[src/rtl/alu_seq_if.sv]
// alu_seq_if: request/response bundle for the sequential ALU.
//   Request side : in_valid, in_ready, op[3:0], a[WIDTH-1:0], b[WIDTH-1:0]
//   Response side: out_valid, out_ready, r[WIDTH-1:0], f[3:0] = {N,Z,C,V}
// The master modport is the requester/consumer. The slave modport is the ALU.
interface alu_seq_if #(
  parameter int WIDTH = 16
);
  logic             in_valid;
  logic             in_ready;
  logic [3:0]       op;
  logic [WIDTH-1:0] a;
  logic [WIDTH-1:0] b;
  logic             out_valid;
  logic             out_ready;
  logic [WIDTH-1:0] r;
  logic [3:0]       f;

  modport master (
    output in_valid, op, a, b, out_ready,
    input  in_ready, out_valid, r, f
  );

  modport slave (
    input  in_valid, op, a, b, out_ready,
    output in_ready, out_valid, r, f
  );
endinterface

[src/rtl/alu_seq.sv]
// alu_seq: sequential ALU with a valid/ready request and response handshake.
// ADD, SUB, logic ops and pass-through finish one cycle after accept.
// Shifts move one bit per cycle, and MUL is a shift-add that uses one
// multiplier bit per cycle.
// Ports:
//   clk   - rising-edge clock
//   rst_n - asynchronous active-low reset
//   io    - alu_seq_if.slave (in_valid/in_ready/op/a/b, out_valid/out_ready/r/f)
// Flags f = {N,Z,C,V}.
module alu_seq #(
  parameter int WIDTH = 16,
  parameter int SHW   = $clog2(WIDTH)
) (
  input logic       clk,
  input logic       rst_n,
  alu_seq_if.slave  io
);

  localparam logic [3:0] OP_ADD = 4'b0001;
  localparam logic [3:0] OP_SUB = 4'b0010;
  localparam logic [3:0] OP_AND = 4'b0100;
  localparam logic [3:0] OP_OR  = 4'b0101;
  localparam logic [3:0] OP_XOR = 4'b0110;
  localparam logic [3:0] OP_SHR = 4'b0111;
  localparam logic [3:0] OP_SHL = 4'b1000;
  localparam logic [3:0] OP_MUL = 4'b1001;

  // The counter must reach WIDTH for MUL and any SHW-bit shift amount.
  localparam int CWL = $clog2(WIDTH + 1);
  localparam int CW  = (SHW > CWL) ? SHW : CWL;

  typedef enum logic [1:0] {IDLE, BUSY, DONE} state_t;

  state_t           state, state_nx;
  logic [3:0]       op_q;
  logic [WIDTH-1:0] work;
  logic [WIDTH-1:0] aux;
  logic [WIDTH-1:0] acc;
  logic [CW-1:0]    cnt;
  logic [CW-1:0]    term;
  logic [CW-1:0]    cnt_nx;
  logic [WIDTH-1:0] r_q;
  logic [3:0]       f_q;

  logic             accept;
  logic             multi;
  logic [SHW-1:0]   n;
  logic [WIDTH:0]   sum;
  logic [WIDTH:0]   diff;
  logic [WIDTH-1:0] quick_r;
  logic             quick_c;
  logic             quick_v;

  logic [WIDTH-1:0] work_nx;
  logic [WIDTH-1:0] aux_nx;
  logic [WIDTH-1:0] acc_nx;
  logic             carry_nx;
  logic [WIDTH-1:0] fin_r;
  logic             fin_c;
  logic             last_iter;

  assign accept = io.in_valid && (state == IDLE);
  assign n      = io.b[SHW-1:0];
  // A zero-length shift is handled as a single-cycle operation.
  assign multi  = (io.op == OP_MUL) ||
                  (((io.op == OP_SHR) || (io.op == OP_SHL)) && (n != '0));

  // Single-cycle results use the live operands. These are the values captured at accept.
  always_comb begin
    sum     = {1'b0, io.a} + {1'b0, io.b};
    diff    = {1'b0, io.a} - {1'b0, io.b};
    quick_r = io.a;
    quick_c = 1'b0;
    quick_v = 1'b0;
    case (io.op)
      OP_ADD: begin
        quick_r = sum[WIDTH-1:0];
        quick_c = sum[WIDTH];
        quick_v = (io.a[WIDTH-1] == io.b[WIDTH-1]) &&
                  (sum[WIDTH-1] != io.a[WIDTH-1]);
      end
      OP_SUB: begin
        quick_r = diff[WIDTH-1:0];
        // The borrow out of the extended subtraction is exactly a < b unsigned.
        quick_c = diff[WIDTH];
        quick_v = (io.a[WIDTH-1] != io.b[WIDTH-1]) &&
                  (diff[WIDTH-1] != io.a[WIDTH-1]);
      end
      OP_AND:  quick_r = io.a & io.b;
      OP_OR:   quick_r = io.a | io.b;
      OP_XOR:  quick_r = io.a ^ io.b;
      default: quick_r = io.a;
    endcase
  end

  // One iteration of the multi-cycle datapath.
  // Shifts use work as the value register.
  // MUL uses work as the shifting multiplicand and aux as the multiplier.
  always_comb begin
    work_nx  = work;
    aux_nx   = aux;
    acc_nx   = acc;
    carry_nx = 1'b0;
    case (op_q)
      OP_SHR: begin
        work_nx  = work >> 1;
        carry_nx = work[0];
      end
      OP_SHL: begin
        work_nx  = work << 1;
        carry_nx = work[WIDTH-1];
      end
      default: begin
        if (aux[0]) acc_nx = acc + work;
        work_nx = work << 1;
        aux_nx  = aux >> 1;
      end
    endcase
    fin_r = (op_q == OP_MUL) ? acc_nx : work_nx;
    fin_c = (op_q == OP_MUL) ? 1'b0 : carry_nx;
  end

  assign cnt_nx    = cnt + CW'(1);
  assign last_iter = (cnt_nx == term);

  always_ff @(posedge clk or negedge rst_n) begin
    if (!rst_n) state <= IDLE;
    else        state <= state_nx;
  end

  always_comb begin
    state_nx = state;
    case (state)
      IDLE:    if (accept) state_nx = multi ? BUSY : DONE;
      BUSY:    if (last_iter) state_nx = DONE;
      DONE:    if (io.out_ready) state_nx = IDLE;
      default: state_nx = IDLE;
    endcase
  end

  assign io.in_ready  = (state == IDLE);
  assign io.out_valid = (state == DONE);
  assign io.r         = r_q;
  assign io.f         = f_q;

  // The final iteration loads the result into r and f together with the move to DONE.
  // While in DONE, r and f are held until the consumer takes them.
  always_ff @(posedge clk or negedge rst_n) begin
    if (!rst_n) begin
      op_q <= '0;
      work <= '0;
      aux  <= '0;
      acc  <= '0;
      cnt  <= '0;
      term <= '0;
      r_q  <= '0;
      f_q  <= '0;
    end else begin
      case (state)
        IDLE: begin
          if (accept) begin
            op_q <= io.op;
            cnt  <= '0;
            if (multi) begin
              work <= io.a;
              aux  <= io.b;
              acc  <= '0;
              term <= (io.op == OP_MUL) ? CW'(WIDTH) : CW'(n);
            end else begin
              r_q <= quick_r;
              f_q <= {quick_r[WIDTH-1], (quick_r == '0), quick_c, quick_v};
            end
          end
        end
        BUSY: begin
          work <= work_nx;
          aux  <= aux_nx;
          acc  <= acc_nx;
          cnt  <= cnt_nx;
          if (last_iter) begin
            r_q <= fin_r;
            f_q <= {fin_r[WIDTH-1], (fin_r == '0), fin_c, 1'b0};
          end
        end
        default: ;
      endcase
    end
  end

endmodule

[src/flat_wrapper.sv]
// flat-port wrapper written by rule: the top's interface ports become plain ports
module alu_seq_flat 
#(
  parameter int WIDTH = 16,
  parameter int SHW   = $clog2(WIDTH)
)
  (clk, rst_n, io_in_valid, io_op, io_a, io_b, io_out_ready, io_in_ready, io_out_valid, io_r, io_f);
  alu_seq_if #(.WIDTH(WIDTH)) io_i ();
  input logic clk;
  input logic rst_n;
  input wire logic [$bits(io_i.in_valid)-1:0] io_in_valid;
  input wire logic [$bits(io_i.op)-1:0] io_op;
  input wire logic [$bits(io_i.a)-1:0] io_a;
  input wire logic [$bits(io_i.b)-1:0] io_b;
  input wire logic [$bits(io_i.out_ready)-1:0] io_out_ready;
  output wire logic [$bits(io_i.in_ready)-1:0] io_in_ready;
  output wire logic [$bits(io_i.out_valid)-1:0] io_out_valid;
  output wire logic [$bits(io_i.r)-1:0] io_r;
  output wire logic [$bits(io_i.f)-1:0] io_f;
  assign io_i.in_valid = io_in_valid;
  assign io_i.op = io_op;
  assign io_i.a = io_a;
  assign io_i.b = io_b;
  assign io_i.out_ready = io_out_ready;
  assign io_in_ready = io_i.in_ready;
  assign io_out_valid = io_i.out_valid;
  assign io_r = io_i.r;
  assign io_f = io_i.f;
  alu_seq #(.WIDTH(WIDTH), .SHW(SHW)) u_core (.clk(clk), .rst_n(rst_n), .io(io_i));
endmodule
[config.mk]
export PLATFORM = sky130hd
export DESIGN_NAME = alu_seq_flat
export DESIGN_NICKNAME = d
export VERILOG_FILES = /design/src/rtl/alu_seq_if.sv /design/src/rtl/alu_seq.sv /design/src/flat_wrapper.sv
export SDC_FILE = /design/constraint.sdc
export NUM_CORES = 1
export LEC_CHECK = 0
export ABC_CLOCK_PERIOD_IN_PS = 2710
export BUFFER_PORTS_ARGS = -buffer_cell sky130_fd_sc_hd__buf_2
export CORE_UTILIZATION = 41
export CTS_CLUSTER_DIAMETER = 50
export DETAILED_ROUTE_END_ITERATION = 8
export GPL_TIMING_DRIVEN = 1
export REMOVE_ABC_BUFFERS = 1
export SLEW_MARGIN = 20
export SYNTH_ARGS = -nofsm -noshare
export SYNTH_HDL_FRONTEND = slang
export SYNTH_SLANG_ARGS = --single-unit
[constraint.sdc]
create_clock -name clk -period 2.71 [get_ports clk]
set_input_delay 0.542 -clock clk [delete_from_list [all_inputs] [get_ports clk]]
set_output_delay 0.542 -clock clk [all_outputs]
set_load 0.01 [all_outputs]
# Yosys cells after proc, flatten, opt, wreduce, memory -nomap -nowiden
# Cells that the tools add are included.
dict set report classes {
  n_shift 0
  order_cmp 0
  bitwise 3
  div_mod_pow 0
  mux 35
  n_addsub 4
  n_reduce_logical 19
  n_mul 0
  eq_ne 24
}
# cell n
set ops {}
lappend ops {{$mux W16} 14}
lappend ops {{$pmux W16 S2} 4}
lappend ops {{$pmux W16 S5} 1}
lappend ops {{$logic_not A16 Y1} 2}
lappend ops {{$eq A4 B3 Y1 const B} 5}
lappend ops {{$add A16 B16 Y17} 1}
lappend ops {{$sub A16 B16 Y17} 1}
lappend ops {{$add A16 B16 Y16} 1}
lappend ops {{$and A16 B16 Y16} 1}
lappend ops {{$eq A4 B4 Y1 const B} 4}
lappend ops {{$or A16 B16 Y16} 1}
lappend ops {{$xor A16 B16 Y16} 1}
lappend ops {{$mux W4} 3}
lappend ops {{$mux W5} 2}
lappend ops {{$pmux W5 S2} 1}
lappend ops {{$reduce_and A3 Y1} 3}
lappend ops {{$mux W2} 4}
lappend ops {{$pmux W4 S2} 1}
lappend ops {{$reduce_and A4 Y1} 2}
lappend ops {{$ne A2 B1 Y1 const B} 3}
lappend ops {{$ne A2 B2 Y1 const B} 3}
lappend ops {{$pmux W1 S2} 3}
lappend ops {{$pmux W2 S3} 1}
lappend ops {{$add A5 B1 Y5 const B} 1}
lappend ops {{15 further kinds} 22}
dict set report totals {
  n_memories 0
  in_bits 40
  out_inout_bits 22
  ram_bits 0
  rom_bits 0
  word_cells 94
  register_bits 84
  latchBits 0
}

# Longest topological paths before layout
# Gate-level depths: netlist of run 1.
dict set report depth {
  word_depth 7
  mapped_depth 14
  ltp_nobuf 14
}

# Worst setup path before layout of run 1
# No wires, ideal clock.
dict set report synth_path {
  kind {input port to flip-flop}
  from {input port io_b[1]}
  to {register u_core.f_q[3], in the netlist u_core.io.f[3]}
  required_ns 2.586
  path_stages 12
  arrival_ns 2.981
  setup_ns 0.124
  n_path_buf 0
  setup_slack_ns -0.395
  path_cell_list {inv_1 > ha_1 > or2_1 > a221oi_2 > o211ai_1 > a2111oi_2 > nor2_1 > a21oi_1 > mux2i_1 > o32ai_1 > nor2_1 > a211o_1}
}
dict set report synth_between {
  elab_chain_cells 5
  word_cells_on_any_way 11
  classes_between {2 x add/sub; 1 x eq/ne; 4 x mux; 4 x reduce/logical}
}
# element line_no
set synth_rtl {}
lappend synth_rtl {{start, declared} flat_wrapper.sv:14} ;# input wire logic [$bits(io_i.b)-1:0] io_b;
lappend synth_rtl {{$sub A16 B16 Y17 (tied with other cells)} alu_seq.sv:71} ;# diff = {1'b0, io.a} - {1'b0, io.b};
lappend synth_rtl {{$pmux W16 S5 / $logic_and A1 B1 Y1 (equally long branches)} {alu_seq.sv:75, alu_seq.sv:66}}
lappend synth_rtl {{$mux W4 / $logic_or A1 B1 Y1 (equally long branches)} {alu_seq.sv:164, alu_seq.sv:65}}
lappend synth_rtl {{$mux W4 / $ne A2 B2 Y1 (equally long branches)} --}
lappend synth_rtl {{$pmux W4 S2 / $reduce_and A4 Y1 (equally long branches)} --}
lappend synth_rtl {{end signal, assigned} alu_seq.sv:171} ;# f_q <= {quick_r[WIDTH-1], (quick_r == '0), quick_c, quick_v};
lappend synth_rtl {{end signal, assigned} alu_seq.sv:182} ;# f_q <= {fin_r[WIDTH-1], (fin_r == '0), fin_c, 1'b0};
lappend synth_rtl {{end, declared} alu_seq.sv:43} ;# logic [3:0] f_q;
# Parallel ways exist; a longest one is shown, timed or not. The select of a mux whose other input is x is not followed.
# A chain may end at the register's enable or synchronous reset.

# Worst setup path in the final report of run 1
dict set report layout_path {
  from {input port io_a[5]}
  to {register u_core.f_q[2], in the netlist u_core.io.f[2]}
}
dict set report layout_between {
  elab_chain_cells 6
  word_cells_on_any_way 10
  classes_between {2 x add/sub; 4 x mux; 3 x bitwise; 1 x reduce/logical}
}
# element line_no
set layout_rtl {}
lappend layout_rtl {{start, declared} flat_wrapper.sv:13} ;# input wire logic [$bits(io_i.a)-1:0] io_a;
lappend layout_rtl {{$sub A16 B16 Y17 (tied with other cells)} alu_seq.sv:71}
lappend layout_rtl {{$pmux W16 S5 (*)} alu_seq.sv:75} ;# case (io.op)
lappend layout_rtl {{$logic_not A16 Y1 (*)} alu_seq.sv:171}
lappend layout_rtl {{$mux W4 (*)} alu_seq.sv:164} ;# if (multi) begin
lappend layout_rtl {{$mux W4 (*)} alu_seq.sv:161} ;# if (accept) begin
lappend layout_rtl {{$pmux W4 S2 (*)} alu_seq.sv:159} ;# case (state)
# Every way passes the cells marked *; elsewhere a longest branch is shown, timed or not. The select of a mux whose other input is x is not followed.

==> results of run 1 <==
## critical path: cells and delay by family
family	cells	cell delay [ns]
AND/OR/NAND/NOR	5	1.16
buffers and inverters	2	0.36
AO/OA/AOI/OAI	4	0.90
adder cells (fa/ha/maj)	1	0.17
## repair_timing
| action | in CTS | in global routing |
|---|---|---|
| pin swaps | 21 | 54 |
| resized for setup | 57 | 90 |
| hold buffers | 0 | 0 |
| setup buffers | 9 | 9 |
| setup endpoints to repair | 10 | 29 |
## sequential cells by signal (all words and copies together) (netlist names)
register / cells
u_core.io.f: 4
u_core.work: 16
u_core.cnt: 5
u_core.state: 2
u_core.aux: 16
u_core.op_q: 4
u_core.acc: 16
u_core.term: 5
u_core.io.r: 15
## per-stage QoR
step	hold WS (ns)	setup slack [ns]	power, mW	instance area (µm²)
after CTS	0.231	-0.152	8.69	10400
after global placement	0.468	-0.691	7.12	9820
after detailed placement	0.460	-0.822	7.20	9820
after global routing	0.244	-0.308	9.76	10900
after floorplan	0.246	-0.464	4.86	7370
final	0.197	-0.160	9.07	10900
## path summary, 6_finish.rpt
check,startpoint,end,slack [ns],cells past startpoint
max,io_a[5],u_core.io.f[2],-0.16,12
min,rst_n,u_core.aux[6],0.20,2
max reg2reg,u_core.work[0],u_core.io.f[2],-0.12,13
min reg2reg,u_core.io.f[0],u_core.io.f[0],0.49,1
max in group asynchronous,rst_n,u_core.io.f[2],2.11,2
min in group clk,io_out_ready,u_core.state[1],0.38,2
## kinds of logic (layout without fill, tap and decap cells)
group / count (synthesis) / in the layout / share of synthesized area, %
xor+xnor: 25 / 25 / 2.89
simple gates: 351 / 351 / 22.1
flops: 83 / 83 / 27.4
buf+inv: 107 / 382 / 5.46
fa+ha+maj: 67 / 67 / 11.4
compound gates: 304 / 304 / 27.0
mux: 29 / 29 / 3.89
## routing by layer
layer / track usage, % / routed length, µm
met5: 0 / 0
met4: 11.0 / 808
met3: 3.19 / 1570
met2: 44.8 / 12300
met1: 39.5 / 12300
## power by group through the flow
stage | clock, mW | sequential [mW] | combinational [mW]
after CTS | 1.37 | 2.19 | 5.13
after global routing | 1.42 | 2.28 | 6.06
after global placement | 0 | 2.20 | 4.92
after floorplan | 0 | 2.17 | 2.69
final | 1.35 | 2.23 | 5.49
after detailed placement | 0 | 2.20 | 5.00
## cell type report
| cell class | count | area share [%] |
|---|---|---|
| Clock buffer | 9 | 2.07 |
| Clock inverter | 7 | 0.792 |
| Inverter | 54 | 2.04 |
| Multi-Input combinational cell | 776 | 52.3 |
| Sequential cell | 83 | 19.1 |
| Tap cell | 229 | 2.63 |
| Timing Repair Buffer | 312 | 21.1 |
## cells in the final DEF (no fill, tap or decap), types with 15 or more instances in the layout
cell,Yosys,routed
a31oi_1,27,24
ha_4,0,15
nor3_1,33,31
mux2i_1,25,25
o21ai_0,74,62
ha_1,64,46
xnor2_1,16,16
inv_1,54,42
nor2_1,76,75
a21oi_1,58,50
o211ai_1,16,16
nand2_1,137,135
buf_4,1,246
dfrtp_1,83,83
buf_2,7,54
==> metrics.csv, run 1 <==
stage;metric;value;unit
sta;Clock Skews;0.0144;ns
layout;post-route insts no fill;1470;
clock_network;# H-tree levels;3;
placed_design;Post-Place Cells;1440;
critical_path;CP arrival;3.12;ns
power_and_ir_drop;pwr dens;832;nW/µm²
clock_network;root buffer cell;clkbuf_16;
floorplan;Die X;138;µm
clock_network;clock buffer depth;2;
detailed_routing;first drt pass iteration count;5;
synth;cell taking the most area after synthesis;dfrtp_1;
grt;first-pass GRT wire length;43300;µm
detailed_routing;drt initial violations;657;
detailed_routing;DR vias/cell;5.70;
power_and_ir_drop;switch share;43.8;%
clock_network;clk slew on worst S/H paths;0.08;ns
detailed_routing;WL per Instance;18.4;µm
placed_design;hpwl dp;20300;µm
grt;largest net degree at the start of global routing;84;
critical_path;Max FO, Critical Path;4;
detailed_routing;post-route antenna net violation count;0;
power_and_ir_drop;Reg power frac;24.6;%
detailed_routing;WL final;27000;µm
sta;worst-margin pin slew;0.603;ns
detailed_routing;via count;8384;
clock_network;Sink Count;83;
outcome;status;complete, but fails checks;
sta;Setup TNS;-0.249;ns
sta;maximum clock frequency;348;MHz
synth;Synth cell types;72;
synth;Post-synth top cells;137 x nand2_1, 83 x dfrtp_1, 76 x nor2_1;
min_path;type of the tightest min-delay check;input pin to asynchronous set/reset pin;
layout;Reg area;2080;µm²
synth;sequential area share after synthesis;27.4;%
layout;final core area utilization;60.4;%
clock_network;clk_lat worst skew;0.37;ns
synth;EDFF count, synth;0;
synth;Seq cells post-synth;83;
grt;vias in the first global route;8229;
layout;n_diodes;0;
sta;final hold violations;0;
critical_path;crit start category;input pin;
layout;Final nets;1343;
power_and_ir_drop;leak pwr;5.09;nW
grt;Total GRT Usage;28.3;%
critical_path;worst-path cell chain;buf_2, ha_4, nor2b_4, or4_4, o211ai_1, buf_4, a21oi_2, or4_4, a32oi_2, nor3_1, and4_1, a21o_1;
critical_path;Worst Path Required;2.96;ns
layout;area of the multi-input gates;5690;µm²
power_and_ir_drop;cell-internal power;5.10;mW
grt;total grt overflow;0;
sta;min setup slack post-route;-0.160;ns
detailed_routing;drc violations;0;
synth;share of the synthesized area in the top cell type;27.4;%
floorplan;Starting Density;42.1;%
critical_path;CP dominant cell by count;or4_4;
floorplan;Top-Level Pins;62;
sta;fin crit share;106;%
layout;Filler cells;1636;
sta;final setup fails;4;
grt;initial antenna violation count;0;
synth;Post-Synthesis Cells;966;
flow_run;max cap viols;0;
power_and_ir_drop;worst vdd ir;0.529;mV
floorplan;DIE AREA;19000;µm²
critical_path;CP endpoint kind;flip-flop;
power_and_ir_drop;P_sw;3.97;mW
floorplan;die height;138;µm
floorplan;number of cell rows;49;
synth;Yosys warnings;0;
clock_network;TritonCTS clock tree;built;
power_and_ir_drop;Logic pwr share;60.5;%
critical_path;critical path class;input pin to flip-flop;
outcome;failing checks;setup timing;
power_and_ir_drop;Clk pwr share;14.9;%
placed_design;port buffer count;61;
placed_design;routability cong.;0.955;
critical_path;Critical-path top delay cell;o211ai_1;
synth;count leader, synth;nand2_1;
synth;Most used DFF post-synth;dfrtp_1;
synth;Cell Area, Synth;7580;µm²
synth;Synth area leaders;dfrtp_1 27%, ha_1 11%, nand2_1 6.8%;
layout;Area Overhead vs Synth;43.7;%
synth;Syn Area/Cell;7.85;µm²
synth;asr flop ratio synth;100;%
layout;fraction of layout cells with a size suffix above 1;36.0;%
critical_path;critical path's largest stage delay;0.44;ns
floorplan;Core Footprint;18000;µm²
sta;min Tclk post-route;2.87;ns
sta;Slew headroom;59.6;%
sta;Slew Limit Fails;0;
clock_network;Num CTS Buffers;9;
sta;RSZ-0062 raised after global routing;true;
Note: power is estimated with default switching activity, not from simulation.
==> run 2, diff against run 1 <==
- ABC_CLOCK_PERIOD_IN_PS: 2710 -> 2420
- CORE_MARGIN: not set -> 1.5
- clock period: 2.71 -> 2.42 ns (I/O delays scaled with it)
==> metrics.csv, run 2 (same netlist as run 1, synthesis figures left out) <==
stage;metric;value;unit
sta;Setup TNS;-2.65;ns
sta;Slew headroom;58.5;%
floorplan;Top-Level Pins;62;
critical_path;CP endpoint kind;flip-flop;
grt;Total GRT Usage;29.0;%
floorplan;Starting Density;42.1;%
sta;Slew Limit Fails;0;
power_and_ir_drop;total power;10.7;mW
critical_path;Max FO, Critical Path;2;
detailed_routing;WL per Instance;18.4;µm
sta;final setup fails;10;
sta;min Tclk post-route;2.88;ns
detailed_routing;DR vias/cell;5.63;
floorplan;DIE AREA;19300;µm²
sta;final hold violations;0;
layout;Area Overhead vs Synth;54.8;%
flow_run;max cap viols;0;
detailed_routing;Metal-1 WL;12800;µm
critical_path;reg2reg setup slack;-0.32;ns
clock_network;clk_lat worst skew;0.36;ns
layout;commonest non-fill, non-tap cell in the layout;buf_4;
critical_path;critical path's largest stage delay;0.52;ns
floorplan;die height;139;µm
detailed_routing;wire length on met2;13400;µm
sta;RSZ-0062 raised after global routing;true;
min_path;type of the tightest min-delay check;input pin to asynchronous set/reset pin;
critical_path;CP dominant cell by count;or4_4;
sta;fin crit share;119;%
outcome;failing checks;setup timing;
detailed_routing;drc violations;0;
grt;vias in the first global route;8623;
power_and_ir_drop;pwr dens;916;nW/µm²
layout;n_diodes;0;
clock_network;TritonCTS clock tree;built;
critical_path;Worst Path Required;2.67;ns
detailed_routing;drt initial violations;645;
detailed_routing;via count;8635;
detailed_routing;WL final;28300;µm
layout;area of the multi-input gates;5990;µm²
layout;commonest non-fill, non-tap cells in the layout;304 x buf_4, 133 x nand2_1, 83 x dfrtp_1;
clock_network;Sink Count;83;
power_and_ir_drop;leak pwr;5.45;nW
outcome;status;complete, but fails checks;
grt;total grt overflow;0;
critical_path;reg2reg end;u_core.io.f[2];
detailed_routing;DR WL met3;1280;µm
critical_path;Critical-path top delay cell;or4_4;
power_and_ir_drop;worst vdd ir;0.647;mV
placed_design;Post-Place Cells;1496;
detailed_routing;post-route antenna net violation count;0;
layout;fraction of layout cells with a size suffix above 1;42.2;%
layout;Reg area;2080;µm²
placed_design;routability cong.;0.951;
power_and_ir_drop;Reg power frac;23.0;%
clock_network;Num CTS Buffers;9;
detailed_routing;first drt pass iteration count;5;
critical_path;CP arrival;3.13;ns
floorplan;Core Footprint;18000;µm²
clock_network;clk slew on worst S/H paths;0.07;ns
clock_network;root buffer cell;clkbuf_16;
critical_path;FF-to-FF Start;u_core.op_q[0];
power_and_ir_drop;cell-internal power;6.14;mW
layout;post-route insts no fill;1535;
layout;Final nets;1408;
clock_network;clock buffer depth;2;
placed_design;hpwl dp;21100;µm
sta;min setup slack post-route;-0.462;ns
grt;largest net degree at the start of global routing;53;
clock_network;# H-tree levels;3;
power_and_ir_drop;Logic pwr share;63.6;%
power_and_ir_drop;switch share;42.9;%
sta;maximum clock frequency;347;MHz
critical_path;critical path class;input pin to flip-flop;
grt;initial antenna violation count;0;
floorplan;number of cell rows;49;
layout;largest registers;u_core.acc: 16 flops, u_core.aux: 16 flops, u_core.work: 16 flops;
floorplan;Die X;139;µm
sta;Clock Skews;0.00947;ns
grt;first-pass GRT wire length;44900;µm
placed_design;port buffer count;61;
power_and_ir_drop;Clk pwr share;13.4;%
detailed_routing;top sig layer;met4;
critical_path;cells on worst reg2reg path;10;
critical_path;worst-path cell chain;buf_8, inv_4, ha_4, nor2b_4, or4_4, o211ai_1, buf_4, buf_6, a21oi_4, or4_4, a32oi_2, nor3_1, and4_1, a21o_1;
sta;worst-margin pin slew;0.621;ns
critical_path;crit start category;input pin;
layout;Filler cells;1556;
power_and_ir_drop;P_sw;4.61;mW
## run 2: worst max-delay path, delay by kind of cell
| kind | cells | cell delay, ns |
|---|---|---|
| adder cells (fa/ha/maj) | 1 | 0.27 |
| AND/OR/NAND/NOR | 5 | 1.33 |
| buffers and inverters | 4 | 0.38 |
| AO/OA/AOI/OAI | 4 | 0.64 |
## run 2: power by group through the flow
stage                     combinational, mW  sequential (mW)  clock (mW)
after floorplan                        3.02             2.43           0
after global placement                 5.92             2.44           0
after detailed placement               6.02             2.45           0
after CTS                              6.43             2.45        1.47
after global routing                   7.51             2.53        1.50
final                                  6.83             2.47        1.44
## run 2: worst max path at each step
stage / from / to / slack [ns] / depth (start not counted)
after detailed placement: io_b[1] / u_core.io.f[3] / -1.01 / 13
after floorplan: io_b[0] / u_core.aux[15] / -0.70 / 8
after global placement: io_b[1] / u_core.io.f[3] / -0.95 / 13
after global routing: io_a[1] / u_core.io.f[0] / -0.52 / 16
after CTS: io_a[1] / u_core.io.f[3] / -0.44 / 13
final: io_b[6] / u_core.io.f[2] / -0.46 / 14
## run 2: per-stage QoR
stage | cell area (µm²) | utilization [%] | setup slack [ns] | hold slack [ns]
2_1_floorplan | 7370 | - | -0.696 | 0.188
3_3_place_gp | 10300 | 56.9 | -0.946 | 0.465
3_5_place_dp | 10300 | 56.9 | -1.01 | 0.473
4_1_cts | 11100 | 61.5 | -0.440 | 0.130
5_1_grt | 11700 | 65.1 | -0.518 | 0.158
6_report | 11700 | 65.1 | -0.462 | 0.108
## run 2: timing repair
action	4_1_cts	5_1_grt
pin swaps	56	57
resized for setup	104	126
endpoints found under the setup margin	20	35
hold buffers	0	0
buffers inserted	14	15
## run 2: cell type report
cell class / count / share of cell area, %
clock buffers: 12 / 2.01
clock inverters: 4 / 0.437
flip-flops and latches: 83 / 17.7
repair buffers: 377 / 24.5
well taps: 229 / 2.44
multi-input cells: 776 / 51.0
inverters: 54 / 1.92
## run 2: per-layer routing
layer / global-route usage [%] / up-vias
met5: 0 / -
met4: 8.50 / 0
met3: 4.39 / 59
met2: 48.2 / 242
met1: 39.1 / 4151
li1: - / 4183
==> run 3, diff against run 2 <==
- RECOVER_POWER: not set -> 50
==> metrics.csv, run 3 (same netlist as run 1, synthesis figures left out) <==
stage;metric;value;unit
outcome;status;complete, but fails checks;
outcome;failing checks;setup timing;
placed_design;worst slack at placement;-1.01;ns
layout;post-route insts no fill;1535;
placed_design;port buffer count;61;
clock_network;clk_lat worst skew;0.36;ns
layout;Area Overhead vs Synth;54.5;%
layout;commonest non-fill, non-tap cell in the layout;buf_4;
clock_network;TritonCTS clock tree;built;
sta;final setup fails;10;
layout;largest registers;u_core.acc: 16 flops, u_core.aux: 16 flops, u_core.work: 16 flops;
detailed_routing;WL final;28300;µm
critical_path;CP arrival;3.13;ns
detailed_routing;drt initial violations;650;
critical_path;cells on worst reg2reg path;10;
layout;final core area utilization;65.0;%
critical_path;WP buf/inv;4;
grt;largest net degree at the start of global routing;53;
layout;Final nets;1408;
critical_path;crit path capture;u_core.io.f[2];
sta;worst-margin pin slew;1.10;ns
clock_network;root buffer cell;clkbuf_16;
critical_path;critical path class;input pin to flip-flop;
critical_path;crit start category;input pin;
power_and_ir_drop;leak pwr;5.44;nW
floorplan;Starting Density;42.1;%
critical_path;critical path's top delay family;simple AND/OR/NAND/NOR gates;
clock_network;# H-tree levels;3;
critical_path;CP dominant cell by count;or4_4;
detailed_routing;DR vias/cell;5.65;
critical_path;FF-to-FF Start;u_core.op_q[0];
sta;maximum clock frequency;347;MHz
min_path;type of the tightest min-delay check;input pin to flip-flop;
detailed_routing;WL per Instance;18.4;µm
grt;total grt overflow;0;
sta;min Tclk post-route;2.88;ns
clock_network;Num CTS Buffers;9;
power_and_ir_drop;worst vdd ir;0.648;mV
min_path;hold wc startpoint;io_out_ready;
sta;fin crit share;119;%
layout;area of the multi-input gates;5990;µm²
layout;fraction of layout cells with a size suffix above 1;42.0;%
grt;Total GRT Usage;29.0;%
floorplan;number of cell rows;49;
sta;Slew headroom;26.6;%
sta;min setup slack post-route;-0.464;ns
grt;initial antenna violation count;0;
critical_path;reg2reg end;u_core.io.f[2];
grt;first-pass GRT wire length;44900;µm
layout;commonest non-fill, non-tap cells in the layout;300 x buf_4, 133 x nand2_1, 83 x dfrtp_1;
sta;Slew Limit Fails;0;
floorplan;Die X;139;µm
sta;final hold violations;0;
critical_path;Max FO, Critical Path;2;
detailed_routing;drc violations;0;
clock_network;Post-CTS Hold Buffers;0;
critical_path;Worst Path Required;2.67;ns
placed_design;hpwl dp;21100;µm
layout;final instance area;11700;µm²
floorplan;DIE AREA;19300;µm²
placed_design;Post-Place Cells;1496;
layout;n_diodes;0;
layout;Reg area;2080;µm²
critical_path;CP startpoint;io_b[6];
critical_path;reg2reg setup slack;-0.33;ns
clock_network;clk slew on worst S/H paths;0.07;ns
critical_path;Critical-path top delay cell;or4_4;
grt;vias in the first global route;8623;
critical_path;CP endpoint kind;flip-flop;
placed_design;Area after DPL;10300;µm²
detailed_routing;post-route antenna net violation count;0;
power_and_ir_drop;pwr dens;918;nW/µm²
sta;RSZ-0062 raised after global routing;true;
sta;Clock Skews;0.00980;ns
detailed_routing;via count;8669;
floorplan;die height;139;µm
layout;Filler cells;1559;
clock_network;clock buffer depth;2;
floorplan;Top-Level Pins;62;
placed_design;routability cong.;0.951;
flow_run;max cap viols;0;
critical_path;critical path's largest stage delay;0.52;ns
detailed_routing;first drt pass iteration count;5;
critical_path;Crit. path cell count;14;
floorplan;Core Footprint;18000;µm²
clock_network;Sink Count;83;
critical_path;worst-path cell chain;buf_8, inv_4, ha_4, nor2b_4, or4_4, o211ai_1, buf_4, buf_6, a21oi_4, or4_4, a32oi_2, nor3_1, and4_1, a21o_1;
[run 3: worst register-to-register path: cells and delay by family (launching register included)]
kind | cells | cell delay (ns)
flip-flops | 1 | 0.37
AND/OR/NAND/NOR | 6 | 1.48
AO/OA/AOI/OAI | 3 | 0.50
multiplexers | 1 | 0.35
[run 3: layer usage]
metal / vias up / track usage, % / share of wire (%)
met1: 4150 / 39.1 / 45
met5: - / 0 / 0
met4: 0 / 8.50 / 2.5
li1: 4193 / - / -
met2: 267 / 48.2 / 47
met3: 59 / 4.39 / 4.7
[run 3: what timing repair did]
action                                  4_1_cts  5_1_grt
hold endpoints to repair                      0        0
gates resized for setup                     104      126
buffers inserted                             14       15
endpoints found under the setup margin       20       35
pin swaps                                    56       57
[run 3: per-stage QoR]
| step | setup TNS [ns] | power (mW) | hold WS [ns] |
|---|---|---|---|
| finish | -2.63 | 10.7 | 0.305 |
| global route | -3.92 | 11.5 | 0.336 |
| CTS | -2.59 | 10.3 | 0.130 |
| detailed placement | -21.35 | 8.46 | 0.473 |
| global placement | -21.07 | 8.35 | 0.465 |
| floorplan | -17.27 | 5.45 | 0.188 |
[run 3: worst min-delay path by stage]
stage,end,slack [ns],cells after the start
floorplan,u_core.acc[0],0.19,0
global placement,u_core.io.r[2],0.47,2
detailed placement,u_core.io.r[2],0.47,2
CTS,u_core.aux[4],0.13,1
global route,u_core.state[1],0.34,2
finish,u_core.state[1],0.30,2
[run 3: cell type report]
class	instances	area share (%)
Clock buffer	12	2.02
Clock inverter	4	0.438
Inverter	54	1.92
Multi-Input combinational cell	776	51.1
Sequential cell	83	17.7
Tap cell	229	2.45
Timing Repair Buffer	377	24.4
[run 3: power by group]
part,internal (mW),switching [mW],total (mW),leakage (nW)
combinational,3.34,3.48,6.83,4.26
sequential,1.98,0.496,2.48,1.04
clock,0.804,0.641,1.44,0.137
total,6.13,4.62,10.7,5.44
